## src/rtl/uplink_tx.sv

```systemverilog
// Uplink transmitter: queues 5-bit keycodes and serialises each as the redundant
// word {K, ~K, K}, one UPL1 (one) or UPL0 (zero) pulse per bit, MSB first.
module uplink_tx #(
   parameter int PULSE_CYC  = 50,
   parameter int BIT_CYC    = 500,
   parameter int WORD_GAP   = 5000,
   parameter int FIFO_DEPTH = 4
) (
   input  logic                          SIM_CLK,
   input  logic                          SIM_RST_n,
   input  logic [4:0]                    key_data,
   input  logic                          key_valid,
   output logic                          key_ready,
   input  logic                          flush,
   input  logic                          BLKUPL_n,
   output logic                          UPL0,
   output logic                          UPL1,
   output logic                          busy,
   output logic [$clog2(FIFO_DEPTH):0]   fifo_level
);
   localparam int AW   = $clog2(FIFO_DEPTH);
   localparam int LW   = AW + 1;
   localparam int CMAX = (BIT_CYC > WORD_GAP) ? BIT_CYC : WORD_GAP;
   localparam int CW   = $clog2(CMAX + 1);
   localparam logic [CW-1:0] P_LAST = CW'(PULSE_CYC - 1);
   localparam logic [CW-1:0] S_LAST = CW'(BIT_CYC - PULSE_CYC - 1);
   localparam logic [CW-1:0] G_LAST = CW'(WORD_GAP - 1);

   typedef enum logic [1:0] {IDLE, PULSE, SPACE, WGAP} state_t;

   state_t          state;
   logic [CW-1:0]   cnt;
   logic [3:0]      bits;
   logic [14:0]     sh;
   logic [4:0]      mem [FIFO_DEPTH];
   logic [AW-1:0]   wr_ptr, rd_ptr;
   logic [LW-1:0]   level;
   logic [4:0]      head;
   logic            push, launch;

   assign key_ready  = (level != LW'(FIFO_DEPTH));
   assign fifo_level = level;
   assign busy       = (state != IDLE);
   assign head       = mem[rd_ptr];
   assign push       = key_valid & key_ready & ~flush;

   // The last WGAP cycle makes the IDLE decision itself, so a queued word
   // follows the gap without an extra idle cycle.
   assign launch = (level != '0) & BLKUPL_n & ~flush &
                   ((state == IDLE) | ((state == WGAP) & (cnt == G_LAST)));

   always_ff @(posedge SIM_CLK)
      if (push) mem[wr_ptr] <= key_data;

   always_ff @(posedge SIM_CLK or negedge SIM_RST_n) begin
      if (!SIM_RST_n) begin
         wr_ptr <= '0;
         rd_ptr <= '0;
         level  <= '0;
      end else if (flush) begin
         wr_ptr <= '0;
         rd_ptr <= '0;
         level  <= '0;
      end else begin
         if (push)   wr_ptr <= wr_ptr + AW'(1);
         if (launch) rd_ptr <= rd_ptr + AW'(1);
         case ({push, launch})
            2'b10:   level <= level + LW'(1);
            2'b01:   level <= level - LW'(1);
            default: level <= level;
         endcase
      end
   end

   always_ff @(posedge SIM_CLK or negedge SIM_RST_n) begin
      if (!SIM_RST_n) begin
         state <= IDLE;
         cnt   <= '0;
         bits  <= '0;
         sh    <= '0;
         UPL0  <= 1'b0;
         UPL1  <= 1'b0;
      end else begin
         case (state)
            IDLE: begin
               if (launch) begin
                  sh    <= {head, ~head, head};
                  bits  <= 4'd15;
                  cnt   <= '0;
                  state <= PULSE;
               end
            end
            PULSE: begin
               if (flush) begin
                  UPL0  <= 1'b0;
                  UPL1  <= 1'b0;
                  cnt   <= '0;
                  state <= WGAP;
               end else begin
                  UPL1 <= sh[14];
                  UPL0 <= ~sh[14];
                  if (cnt == P_LAST) begin
                     cnt   <= '0;
                     state <= SPACE;
                  end else begin
                     cnt <= cnt + CW'(1);
                  end
               end
            end
            SPACE: begin
               UPL0 <= 1'b0;
               UPL1 <= 1'b0;
               if (flush) begin
                  cnt   <= '0;
                  state <= WGAP;
               end else if (cnt == S_LAST) begin
                  cnt   <= '0;
                  sh    <= {sh[13:0], 1'b0};
                  bits  <= bits - 4'd1;
                  state <= (bits == 4'd1) ? WGAP : PULSE;
               end else begin
                  cnt <= cnt + CW'(1);
               end
            end
            WGAP: begin
               if (cnt == G_LAST) begin
                  cnt <= '0;
                  if (launch) begin
                     sh    <= {head, ~head, head};
                     bits  <= 4'd15;
                     state <= PULSE;
                  end else begin
                     state <= IDLE;
                  end
               end else begin
                  cnt <= cnt + CW'(1);
               end
            end
            default: state <= IDLE;
         endcase
      end
   end
endmodule
```

## config.mk

```make
export PLATFORM = sky130hd
export DESIGN_NAME = uplink_tx
export DESIGN_NICKNAME = d
export VERILOG_FILES = /design/src/rtl/uplink_tx.sv
export SDC_FILE = /design/constraint.sdc
export NUM_CORES = 1
export LEC_CHECK = 0
export CORE_ASPECT_RATIO = 1.4
export CORE_MARGIN = 2
export CORE_UTILIZATION = 40
export CTS_CLUSTER_DIAMETER = 100
export CTS_CLUSTER_SIZE = 25
export DETAILED_ROUTE_END_ITERATION = 10
export GPL_TIMING_DRIVEN = 1
export PLACE_DENSITY = 0.69
export SKIP_LAST_GASP = 1
export SLEW_MARGIN = 20
export SYNTH_ARGS = -nofsm -noshare
export SYNTH_HDL_FRONTEND = slang
export SYNTH_SLANG_ARGS = --single-unit
```

## constraint.sdc

```tcl
create_clock -name SIM_CLK -period 2.9 [get_ports SIM_CLK]
set_input_delay 0.58 -clock SIM_CLK [delete_from_list [all_inputs] [get_ports SIM_CLK]]
set_output_delay 0.58 -clock SIM_CLK [all_outputs]
set_load 0.05 [all_outputs]
```

# [Word-level counts from Yosys, hierarchy flattened]
# Memories as Yosys holds them, arrays and structs flattened.
# Cells that the tools add are included.
[classes] reduce_logical=10 mux=38 eq_ne=16 bitwise_logic=10 n_addsub=6
[ops] cell="13-bit 2-to-1 mux" n=6
[ops] cell="15-bit 2-to-1 mux" n=4
[ops] cell="13-bit one-hot mux with 4 select lines" n=1
[ops] cell="15-bit one-hot mux with 3 select lines" n=1
[ops] cell="2-bit 2-to-1 mux" n=11
[ops] cell="4-bit 2-to-1 mux" n=4
[ops] cell="13-bit by 1-bit adder with 13-bit output, second input constant" n=1
[ops] cell="13-bit equality test, second input constant" n=1
[ops] cell="13-bit by 6-bit equality test with 1-bit output, second input constant" n=1
[ops] cell="13-bit by 9-bit equality test with 1-bit output, second input constant" n=1
[ops] cell="4-bit one-hot mux with 3 select lines" n=1
[ops] cell="3-bit != test, second input constant" n=3
[ops] cell="3-bit nonzero test" n=3
[ops] cell="2-bit one-hot mux with 4 select lines" n=1
[ops] cell="4-bit AND reduction" n=2
[ops] cell="2-bit nonzero test" n=4
[ops] cell="1-bit AND" n=6
[ops] cell="2-bit equality test, second input constant" n=3
[ops] cell="2-bit != test, second input constant" n=3
[ops] cell="3-bit one-hot mux with 2 select lines" n=1
[ops] cell="1-bit 2-to-1 mux" n=5
[ops] cell="5-bit inverter" n=1
[ops] cell="2-bit by 1-bit adder with 2-bit output, second input constant" n=2
[ops] cell="2-bit by 1-bit equality test with 1-bit output, second input constant" n=2
[ops] cell="10 further kinds" n=12
[word_totals] in_bits=10 word_cells=90 reg_bits=43 mem_count=1 ram_bits=20 output_inout_bits=7
[mem_list] memory="mem" words=4 word_bits=5 rd=1 rd_clocked_by_memory_dff=0 wr=1 line_no="35" text="logic [4:0] mem [FIFO_DEPTH];"

# [Logic depth before layout (Yosys ltp)]
[logic_depth] word_depth=7 mapped_depth=10

# [Worst setup path after synthesis]
# OpenSTA, ideal clock, no wires.
[synth_timing] path_kind="register to register" startpoint="register cnt[4]" endpoint="register level[1] (netlist: fifo_level[1])" path_stages_with_launch=8 t_arrival_ps=2372 slack_ps=403 cell_sequence="dfrtp_1 or4b_4 nor4_2 o21ai_2 nor2_1 fa_1 nor2b_1 mux2_2"
[synth_between] elab_chain_cells=7 word_cells_on_any_way=9 cone_classes="3 x eq/ne; 2 x mux; 3 x bitwise; 1 x reduce/logical"
[synth_lines] item="from (decl)" line_no="32" text="logic [CW-1:0] cnt;"
[synth_lines] item="from (signal assigned)" line_no="106" text="cnt <= cnt + CW'(1);"
[synth_lines] item="from (signal assigned)" line_no="122" text="cnt <= cnt + CW'(1);"
[synth_lines] item="from (signal assigned)" line_no="136" text="cnt <= cnt + CW'(1);"
[synth_lines] item="13-bit equality test *" line_no="50" text="((state == IDLE) | ((state == WGAP) & (cnt == G_LAST)));"
[synth_lines] item="1-bit AND *" line_no="50"
[synth_lines] item="1-bit OR *" line_no="50"
[synth_lines] item="1-bit AND *" line_no="49" text="assign launch = (level != '0) & BLKUPL_n & ~flush &"
[synth_lines] item="2-bit by 1-bit equality test with 1-bit output / 2-bit equality test (equally long branches)" line_no="67" text="case ({push, launch})"
[synth_lines] item="3-bit one-hot mux with 2 select lines" line_no="67"
[synth_lines] item="3-bit 2-to-1 mux" line_no="60" text="end else if (flush) begin"
[synth_lines] item="to (signal assigned)" line_no="68" text="2'b10: level <= level + LW'(1);"
[synth_lines] item="to (signal assigned)" line_no="69" text="2'b01: level <= level - LW'(1);"
[synth_lines] item="to (signal assigned)" line_no="70" text="default: level <= level;"
[synth_lines] item="to (decl)" line_no="37" text="logic [LW-1:0] level;"
# Every way passes the cells marked *; elsewhere a longest branch is shown, timed or not.
# A chain may end at the register's enable or synchronous reset.

# [Final worst setup path]
# Ends and elaborated chain as after synthesis.

==> results.toml <==
[outcome]
outcome = "complete, no violations"

[min_path]
min_path_type = "input pin to asynchronous set/reset pin"

[final_layout]
finalInstanceArea_sq_mm = 0.003795
num_antenna_cells = 0
area_growth_pct = 16.88
nNetsFinal = 337
drive_gt1_share_pct = 17.24

[floorplan]
dieArea_sq_mm = 0.008864
initial_core_util_pct = 41.64
fp.dieH_microns = 110.6
ios = 17
rows = 38
core-area_sq_mm = 0.007797
chipWidth_microns = 80.15

[logic_synthesis]
post-synth-top-area-fraction_pct = 33.14
synth_edf_count = 20
yosys_warnings = 0
yosysSeqAreaShare_pct = 51.64
synth_seq_cells = 63
synth_fp_nets = 308
netlist_top_cells_count = "dfrtp_1 (43), inv_1 (24), nor2_1 (21), edfxtp_1 (20), nand2_1 (16)"
avgSynthCellArea_sq_um = 11.39
synthFlopType = "dfrtp_1"
synth.most_common_cell = "dfrtp_1"
yosysTopAreaCell = "dfrtp_1"
async_reset_ff_share_pct = 68.25
ys_types = 51
synthCells = 285
synth_area_leaders = "dfrtp_1 (33%), edfxtp_1 (18%), ha_1 (4.6%)"
synth_area_sq_mm = 0.003247

[placement]
place_ws_ns = 0.2265
dp_hpwl_microns = 4176
numPortBuffers = 16
finalWeightedCongestion = 0.8452
placed_area_sq_mm = 0.003567

[critical_path]
path_class = "flip-flop to flip-flop"
critPathMaxFanout = 5
slowest_stage = "or4b_4"
cpPeakStageDelay_ns = 0.59
end_kind = "flip-flop"
arrival_ns = 2.79
startpoint_type = "flip-flop"
crit_chain = "or4b_4 -> nor4_2 -> o21ai_2 -> nor2_1 -> fa_1 -> nor2b_1 -> mux2_2"
required_ns = 3.13

[global_route]
grt_max_degree = 44
track_usage_pct = 15.26
grt-ovfl-total = 0
grt_pass1_vias = 2241
antenna_found_initial = 0
grt_pass1_wl_microns = 10290

[cts]
clock-sinks = 63
clock_path_buffers = 2
cts_made_buffers = 9
worstSkewPairLatency_ns = 0.34
cts_tree = "done"
cts.clk_slew.worst_paths_ns = 0.07
root_buffer = "clkbuf_8"
h-tree-depth = 3

[pwr]
finalPower_mw = 3.045
leakage_nw = 1.535
pwr_density_cell_mw_per_mm2 = 802.5
peakVddDrop_v = 0.0004665

[detailed_routing]
drt_wl_total_microns = 5774
routed-via-count = 2147
ant_nets = 0
wl_per_cell_microns = 13.78
drc_errors = 0
first_pass_iters = 5
via_per_inst = 5.124
drt_first_iter_violations = 74

[sta]
period_minus_slack_ns = 2.561
rsz0062_at_grt = "no"
max_freq_ghz = 0.3905
setup_viol = 0
finalMaxSlewViolations = 0
worstMarginPinSlew_ns = 0.5421
period_share_pct = 88.31
fin_tns_setup_ns = 0
setup_ws_ns = 0.3391
finalHoldViolations = 0
finClkSkew_ns = 0.005413
slew_headroom_pct = 63.86

[flow_run]
drv_cap = 0
flip-flops by register name, summed over array words and instances, names as in the netlist:
name        flops
mem            20
sh             15
cnt            13
bits            4
fifo_level      3
rd_ptr          2
state           2
wr_ptr          2
UPL0            1
UPL1            1
final cells by class:
type	count	area (sq um)
clock buffers	10	127.6
clock inverters	6	70.07
fillers	721	4003
inverters	24	90.09
multi-input cells	187	1430
flip-flops and latches	63	1677
well taps	100	125.1
repair buffers	29	275.3
cells by family (layout without fill, tap and decap cells):
| kind of cell | count (synthesis) | count (layout) | share of synthesized area (%) |
|---|---|---|---|
| flip-flops | 63 | 63 | 51.64 |
| AND/OR/NAND/NOR | 90 | 90 | 15.14 |
| AO/OA/AOI/OAI | 44 | 44 | 9.365 |
| XOR/XNOR | 12 | 12 | 3.237 |
| multiplexers | 28 | 28 | 11.06 |
| adder cells (fa/ha/maj) | 13 | 13 | 5.241 |
| buffers and inverters | 35 | 69 | 4.316 |
layout by cell type (no fill, tap or decap), types with 2 or more instances in the layout:
master           count
dfrtp_1             43
inv_1               24
nor2_1              21
edfxtp_1            20
nand2_1             16
a21oi_1             15
clkdlybuf4s50_1     14
mux2_2              13
ha_1                12
buf_4               12
nor2b_1             11
mux2i_1             10
clkbuf_8             9
o21ai_0              8
nor3_1               7
xor2_1               6
xnor2_1              6
nor3b_1              5
mux4_2               5
nand4_1              4
nand2b_1             4
nand3_1              4
o211ai_1             4
nand3b_1             3
nor4_1               3
o31ai_1              3
clkinvlp_4           3
or2_2                2
or3_1                2
and3_1               2
where the power goes:
group / switching (mW) / internal [mW] / leakage (nW)
sequential: 0.148 / 1.10 / 0.727
combinational: 0.597 / 0.445 / 0.720
clock: 0.351 / 0.401 / 0.0891
worst max-delay path: cells and delay by family, from the launching register on:
kind,cells,cell delay [ns]
AO/OA/AOI/OAI,1,0.11
adder cells (fa/ha/maj),1,0.41
flip-flops,1,0.43
multiplexers,1,0.26
AND/OR/NAND/NOR,4,1.25
layer usage:
| metal | vias up | part of all wire, % | global-route usage (%) |
|---|---|---|---|
| li1 | 1065 | - | - |
| met1 | 1046 | 42 | 17.73 |
| met2 | 28 | 54 | 24.33 |
| met3 | 8 | 2.4 | 4.575 |
| met4 | 0 | 2.4 | 9.153 |
| met5 | - | 0 | 0 |
path summary, 6_finish.rpt:
| path | startpoint | to | slack [ns] | cells past startpoint |
|---|---|---|---|---|
| setup / recovery | cnt[4] | fifo_level[1] | 0.34 | 7 |
| hold / removal | SIM_RST_n | cnt[3] | 0.21 | 1 |
| setup reg to reg | cnt[4] | fifo_level[1] | 0.34 | 7 |
| hold reg to reg | sh[5] | sh[5] | 0.51 | 1 |
| max in group asynchronous | SIM_RST_n | bits[2] | 2.19 | 2 |
| min in group SIM_CLK | sh[5] | sh[5] | 0.51 | 1 |
timing repair:
item / in CTS / in global routing
setup buffers: 0 / 0
hold endpoints to repair: 0 / 0
gates resized for setup: 0 / 1
setup endpoints to repair: 0 / 1
hold buffers: 0 / 0
per-stage QoR:
step / hold slack (ns) / instances / util [%]
2_1_floorplan: 0.2844 / 285 / -
3_3_place_gp: 0.4907 / 402 / 45.75
3_5_place_dp: 0.4964 / 402 / 45.75
4_1_cts: 0.4105 / 418 / 48.28
5_1_grt: 0.2270 / 419 / 48.67
6_report: 0.2101 / 419 / 48.67
Note: power is estimated with default switching activity, not from simulation.
